$ cat src/rtl/rd_ptr_if.sv
// Read-side FIFO pointer/status bundle between the read logic (slave) and its user (master).
// runderflow and rclr_err take part only when RD_UNDERFLOW_EN is defined.
interface rd_ptr_if #(
    parameter int ADDRSIZE = 9
);
    logic                rinc;
    logic [ADDRSIZE:0]   rwptr_sync;
    logic                rclr_err;
    logic [ADDRSIZE-1:0] raddr;
    logic [ADDRSIZE:0]   rptr;
    logic                rempty;
    logic                raempty;
    logic [ADDRSIZE:0]   rlevel;
`ifdef RD_UNDERFLOW_EN
    logic                runderflow;
`endif

    modport master (
        output rinc,
        output rwptr_sync,
        output rclr_err,
`ifdef RD_UNDERFLOW_EN
        input  runderflow,
`endif
        input  raddr,
        input  rptr,
        input  rempty,
        input  raempty,
        input  rlevel
    );

    modport slave (
        input  rinc,
        input  rwptr_sync,
`ifdef RD_UNDERFLOW_EN
        input  rclr_err,
        output runderflow,
`endif
        output raddr,
        output rptr,
        output rempty,
        output raempty,
        output rlevel
    );
endinterface

$ cat src/rtl/rd_ptr_ctrl.sv
// Async-FIFO read pointer/status: a read moves raddr/rptr on the same edge, flags follow 1 rclk after rwptr_sync.
// Reads while empty are dropped; RD_UNDERFLOW_EN adds a sticky runderflow flag cleared by rclr_err.
module rd_ptr_ctrl #(
    parameter int ADDRSIZE  = 9,
    parameter int AE_THRESH = 4
) (
    input  logic     rclk,
    input  logic     r_rst,
    rd_ptr_if.slave  bus
);
    localparam int PW = ADDRSIZE + 1;
    localparam logic [ADDRSIZE:0] AE_LVL = PW'(AE_THRESH);

    logic [ADDRSIZE:0] rbin_q, rbin_d;
    logic [ADDRSIZE:0] rptr_q, rgray_d;
    logic [ADDRSIZE:0] rlevel_q, level_d;
    logic [ADDRSIZE:0] wbin;
    logic              rempty_q, raempty_q;
    logic              rd_en;

    always_comb begin
        rd_en   = bus.rinc & ~rempty_q;
        rbin_d  = rbin_q + {{ADDRSIZE{1'b0}}, rd_en};
        rgray_d = (rbin_d >> 1) ^ rbin_d;
        // Each binary bit is the XOR of all Gray bits at and above it.
        wbin = '0;
        for (int i = 0; i <= ADDRSIZE; i++) begin
            wbin[i] = ^(bus.rwptr_sync >> i);
        end
        level_d = wbin - rbin_d;
    end

    always_ff @(posedge rclk or posedge r_rst) begin
        if (r_rst) begin
            rbin_q    <= '0;
            rptr_q    <= '0;
            rempty_q  <= 1'b1;
            raempty_q <= 1'b1;
            rlevel_q  <= '0;
        end else begin
            rbin_q    <= rbin_d;
            rptr_q    <= rgray_d;
            rempty_q  <= (rgray_d == bus.rwptr_sync);
            raempty_q <= (level_d <= AE_LVL);
            rlevel_q  <= level_d;
        end
    end

    assign bus.raddr   = rbin_q[ADDRSIZE-1:0];
    assign bus.rptr    = rptr_q;
    assign bus.rempty  = rempty_q;
    assign bus.raempty = raempty_q;
    assign bus.rlevel  = rlevel_q;

`ifdef RD_UNDERFLOW_EN
    logic runderflow_q, runderflow_d;

    // A new underflow outranks a clear arriving in the same cycle.
    always_comb begin
        runderflow_d = (bus.rinc & rempty_q) | (runderflow_q & ~bus.rclr_err);
    end

    always_ff @(posedge rclk or posedge r_rst) begin
        if (r_rst) begin
            runderflow_q <= 1'b0;
        end else begin
            runderflow_q <= runderflow_d;
        end
    end

    assign bus.runderflow = runderflow_q;
`endif
endmodule
$ cat src/flat_wrapper.sv
// flat-port wrapper written by rule: the top's interface ports become plain ports
module rd_ptr_ctrl_flat 
#(
    parameter int ADDRSIZE  = 9,
    parameter int AE_THRESH = 4
)
  (rclk, r_rst, bus_rinc, bus_rwptr_sync, bus_raddr, bus_rptr, bus_rempty, bus_raempty, bus_rlevel);
  rd_ptr_if #(.ADDRSIZE(ADDRSIZE)) bus_i ();
  input  logic rclk;
  input  logic r_rst;
  input wire logic [$bits(bus_i.rinc)-1:0] bus_rinc;
  input wire logic [$bits(bus_i.rwptr_sync)-1:0] bus_rwptr_sync;
  output wire logic [$bits(bus_i.raddr)-1:0] bus_raddr;
  output wire logic [$bits(bus_i.rptr)-1:0] bus_rptr;
  output wire logic [$bits(bus_i.rempty)-1:0] bus_rempty;
  output wire logic [$bits(bus_i.raempty)-1:0] bus_raempty;
  output wire logic [$bits(bus_i.rlevel)-1:0] bus_rlevel;
  assign bus_i.rinc = bus_rinc;
  assign bus_i.rwptr_sync = bus_rwptr_sync;
  assign bus_raddr = bus_i.raddr;
  assign bus_rptr = bus_i.rptr;
  assign bus_rempty = bus_i.rempty;
  assign bus_raempty = bus_i.raempty;
  assign bus_rlevel = bus_i.rlevel;
  rd_ptr_ctrl #(.ADDRSIZE(ADDRSIZE), .AE_THRESH(AE_THRESH)) u_core (.rclk(rclk), .r_rst(r_rst), .bus(bus_i));
endmodule
$ cat config.mk
export PLATFORM = sky130hd
export DESIGN_NAME = rd_ptr_ctrl_flat
export DESIGN_NICKNAME = d
export VERILOG_FILES = /design/src/rtl/rd_ptr_if.sv /design/src/rtl/rd_ptr_ctrl.sv /design/src/flat_wrapper.sv
export SDC_FILE = /design/constraint.sdc
export NUM_CORES = 1
export LEC_CHECK = 0
export ABC_CLOCK_PERIOD_IN_PS = 3500
export CAP_MARGIN = 20
export CORE_MARGIN = 3
export CORE_UTILIZATION = 30
export DETAILED_ROUTE_END_ITERATION = 10
export PLACE_DENSITY = 0.5
export SYNTH_ARGS = -nofsm -noshare
export SYNTH_HDL_FRONTEND = slang
export SYNTH_SLANG_ARGS = --single-unit
$ cat constraint.sdc
create_clock -name rclk -period 3.5 [get_ports rclk]
set_input_delay 0.7 -clock rclk [delete_from_list [all_inputs] [get_ports rclk]]
set_output_delay 0.7 -clock rclk [all_outputs]
set_load 0.005 [all_outputs]
# [After elaboration in Yosys (flattened, before gate mapping)]
# Cells that the tools add are included.
[op_classes] n_reduce_logical=10 n_bitwise=3 eq_ne=1 n_lt_le_gt_ge=1 addsub=2
[ops] cell="10-bit parity" count=10
[ops] cell="10-bit by 1-bit adder with 10-bit output" count=1
[ops] cell="10-bit equality test" count=1
[ops] cell="10-bit by 3-bit less-or-equal comparator with 1-bit output (second input constant)" count=1
[ops] cell="10-bit subtractor" count=1
[ops] cell="9-bit by 10-bit bitwise XOR with 10-bit output" count=1
[ops] cell="1-bit bitwise AND" count=1
[ops] cell="1-bit inverter" count=1
[word_totals] regBits=32

# [Depth between registers and ports, before layout]
[logic_depth] depth_word=5 mapped_depth=18

# [Least setup slack after synthesis]
# OpenSTA, ideal clock, no wires.
[synth_timing] path_type="input-to-reg" startpoint="input port bus_rwptr_sync[9]" endpoint="register u_core.raempty_q (netlist: u_core.bus.raempty)" arrival_time_ns=4.660 slack_ns=-1.233 cell_stages=17 cell_sequence="xor3_2 xnor3_2 xor2_4 xor2_1 xor2_1 xnor2_1 ha_1 inv_1 fa_1 a21oi_1 inv_1 o221a_2 a211oi_1 a21boi_0 nor4_1 nand4bb_1 a21oi_1"
[synth_between] elab_chain_len=3 word_cells_on_any_way=12
[synth_rtl] item="from (decl)" line_no="flat_wrapper.sv:12" rtl="input wire logic [$bits(bus_i.rwptr_sync)-1:0] bus_rwptr_sync;"
[synth_rtl] item="10-bit parity" line_no="rd_ptr_ctrl.sv:28" rtl="wbin[i] = ^(bus.rwptr_sync >> i);"
[synth_rtl] item="10-bit subtractor (*)" line_no="rd_ptr_ctrl.sv:30" rtl="level_d = wbin - rbin_d;"
[synth_rtl] item="10-bit by 3-bit less-or-equal comparator with 1-bit output (*)" line_no="rd_ptr_ctrl.sv:44" rtl="raempty_q <= (level_d <= AE_LVL);"
[synth_rtl] item="to (signal assigned)" line_no="rd_ptr_ctrl.sv:44"
[synth_rtl] item="to (decl)" line_no="rd_ptr_ctrl.sv:18" rtl="logic rempty_q, raempty_q;"
# Mark *: on every way between the ends. The rest lies on a longest branch, timed or not.

# [Final worst setup path]
[layout_timing] startpoint="input port bus_rwptr_sync[7]" endpoint="register u_core.raempty_q (netlist: u_core.bus.raempty)"
# The elaborated chain is that of the path after synthesis.

==> run metrics <==
fraction of synthesized area in multiplexers=0%; Leak Pwr=1.41 nW; syn nets=210; Diodes inserted=0; global-route wire length before repair=8250 microns; DRT iter0 DRCs=43; top cells by area, synth=dfrtp_1 (37%), xnor2_1 (13%), xor2_1 (5.9%); slew of the pin with the lowest slew margin=0.428 ns; share of layout cells above drive strength 1=around 37%; worst path cell trace=buf_6, xor3_2, xnor3_2, xor2_4, xor2_2, xor2_2, xnor2_1, ha_2, inv_2, fa_2, a21oi_4, inv_2, o221a_4, a211oi_4, nand4_1, a31oi_1, nand4bb_1, a21oi_1; Max-slew headroom=a little under three quarters; RD Place Congestion=between 0.7 and 0.8; area grow syn2layout=64.6%; Worst Setup End Kind=flop; # nets final=approximately 320; total congestion overflow=0; Comb pwr share=between 70% and 80%; critical path class=input port to flop; RSZ-0062 raised after global routing=yes; number of synthesized flops with an enable pin=0; share of the yosys chip area belonging to registers=about two fifths; max-cap viol count=0; Buffers on Ports=43; routed vias/inst=about 4.6; number of global-route vias before repair=around 1.7k; Die Area=7450 sq um; hold_buf cts=0; CTS tree=yes; worst setup slack after layout=-0.553 ns; DPL Wire Length=roughly 3800 microns; Worst Path Required=3.71 ns; synthesized area per cell=just over 10 sq um; WL/cell=13.0 microns; Yosys top cell area share=about 37%; Worst path top cell family by delay=XOR/XNOR gates; number of buffers created by CTS=5; Max Slew Vio Count=0; Final Skew=about 0.013 ns; CTS Root Cell=clkbuf_8; layer with the highest usage=met2; cell area after layout=3190 sq um; Hold Path Class=flop to flop; Clock Power Share=about a tenth; total power=3.21 mW; Synth Area in Compound Gates=between 10% and 20%; Cell Area, Synth=~1900 sq um; worst-case vdd ir drop=roughly 600 uV; Max Buffers Root-to-Sink=2; Pint=around 2.0 mW; hold path cells=2; post-synth top area cell=dfrtp_1; Sw Pwr=1.24 mW; Reg power frac=18.0%; failing checks=negative setup slack; Synth Instances=about 190; #FFs+latches synth=31; DRT antenna net count=0; CP Buf/Inv Count=3; Fillers=a little under 600; cell area power density=1010 nW/um^2; maximum clock frequency=247 MHz; Placed Area=2920 sq um; Synth Warn #=0; Final Hold Viols=0; Setup TNS=-1.76 ns; die extent in y=86.3 microns; leading cell type in the layout, fill and taps excluded=buf_4; worst reg-to-reg path cell count=15; outcome=finished, violations left; CTS Sinks=31; Cell Rows=28; IO Pins=44; Synth Flop Type=dfrtp_1; htree depth=2; crit share post-route=116%; kind of start point of the critical path=input port; Post-route DRC=0; Post-Synth Simple-Gate Area=~16%; clk_lat worst skew=0.29 ns; slowest stage delay, CP=~0.4 ns; die width=86.3 microns; met2 usage=21.2%; DRT Pass-1 Iters=4; most frequent cells in the layout=buf_4 (64), clkdlybuf4s50_1 (37), dfrtp_1 (29); switching portion of total power=38.6%; Clock Pin Slew Worst Setup and Hold Paths=about 0.07 ns; main combinational cell family by area after synthesis=XOR/XNOR gates; async set or reset register ratio after synthesis=100%; Data arrival, critical path=roughly 4.3 ns; endpoints failing setup=5; adder-cell share of the synthesized area=roughly 5.6%; Period minus WS final=a little over 4 ns; Levels on crit path=18; met1 Use GR=between 20% and 30%; slowest CP cell=xor3_2; initial antenna violation count=0; XOR/XNOR Fraction of Synth Area=between 20% and 30%; largest net degree at the start of global routing=32; GR met3 Demand/Resource=2.00%; Total GRT Usage=between 10% and 20%; distinct cell type count after synthesis=47; CORE AREA=approximately 6100 sq um; WL final=4940 microns; Crit Path Max Fanout=4; via count=between 1.5k and 2k; Starting Density=between 30% and 40%
-- stage by stage --
step | hold slack (ns) | worst slack (ns) | utilization [%] | std cells
6_report | 0.611 | -0.553 | 52.3 | 379
5_1_grt | 0.708 | -0.705 | 52.3 | 379
4_1_cts | 0.615 | -0.667 | 50.9 | 374
3_5_place_dp | 0.597 | -1.38 | 47.9 | 361
3_3_place_gp | 0.592 | -1.24 | 47.9 | 361
2_1_floorplan | 0.573 | -0.752 | - | 189
-- cells by family after synthesis --
logic type               after synthesis
XOR/XNOR                              45
flip-flops                            31
adder cells (fa/ha/maj)                8
buffers and inverters                 18
AND/OR/NAND/NOR                       56
AO/OA/AOI/OAI                         31
-- path summary, 6_finish.rpt --
check                             startpoint                    to  slack, ns
max                        bus_rwptr_sync[7]    u_core.bus.raempty      -0.55
min                         u_core.rbin_q[9]      u_core.rbin_q[9]       0.61
max reg2reg                u_core.bus.rempty    u_core.bus.raempty       0.24
min reg2reg                 u_core.rbin_q[9]      u_core.rbin_q[9]       0.61
max in group asynchronous              r_rst     u_core.bus.rempty       2.36
min in group asynchronous              r_rst  u_core.bus.rlevel[3]       0.80
-- Yosys cell counts (all sizes together), types with 2 or more instances --
library cell  instances
dfrtp                29
nand3                 7
xnor2                29
a211oi                3
xor2                 14
o21ai                 6
nor2b                 3
nand2                10
and2                  3
o211ai                4
or2                   2
ha                    7
nor2                 10
dfstp                 2
nand4                 5
nor4                  2
a21oi                 7
inv                  15
or3                   2
nand3b                4
-- timing repair --
action | in CTS | in global routing
hold endpoints to repair | 0 | 0
resized for setup | 30 | 13
pin swaps | 21 | 19
endpoints found under the setup margin | 9 | 9
setup buffers | 5 | 6
-- flip-flops by register name, indices dropped and copies added, names as in the netlist --
signal and flops:
u_core.rbin_q 10, u_core.bus.rempty 1, u_core.bus.raempty 1, u_core.bus.rlevel 10
u_core.bus.rptr 9
-- power by group through the flow --
stage / registers, mW / logic, mW / clock network (mW)
finish: 0.579 / 2.34 / 0.298
global route: 0.599 / 2.56 / 0.329
floorplan: 0.598 / 1.03 / 0
global placement: 0.584 / 1.98 / 0
CTS: 0.582 / 2.18 / 0.310
detailed placement: 0.589 / 1.98 / 0
-- worst reg2reg max path: cells and delay by family (launching register included) --
kind | cells | cell delay [ns]
buf+inv | 3 | 0.38
compound gates | 4 | 0.69
flops | 1 | 0.53
fa+ha+maj | 3 | 0.81
simple gates | 4 | 0.61
xor+xnor | 1 | 0.20
-- layout make-up --
| type | instances | area (sq um) | share of cell area [%] |
|---|---|---|---|
| flip-flops and latches | 31 | 778 | 24.4 |
| clock inverters | 1 | 5.00 | 0.157 |
| clock buffers | 7 | 86.3 | 2.71 |
| multi-input cells | 140 | 1250 | 39.2 |
| repair buffers | 109 | 913 | 28.7 |
| inverters | 16 | 60.1 | 1.88 |
| well taps | 75 | 93.8 | 2.94 |
-- metal layers --
metal	wire length, microns	up-vias	share of wire [%]
met5	0	-	0
met4	78	0	1.6
met3	185	6	3.7
met2	2240	40	45
met1	2430	818	49
li1	-	873	-
Note: power is estimated with default switching activity, not from simulation.
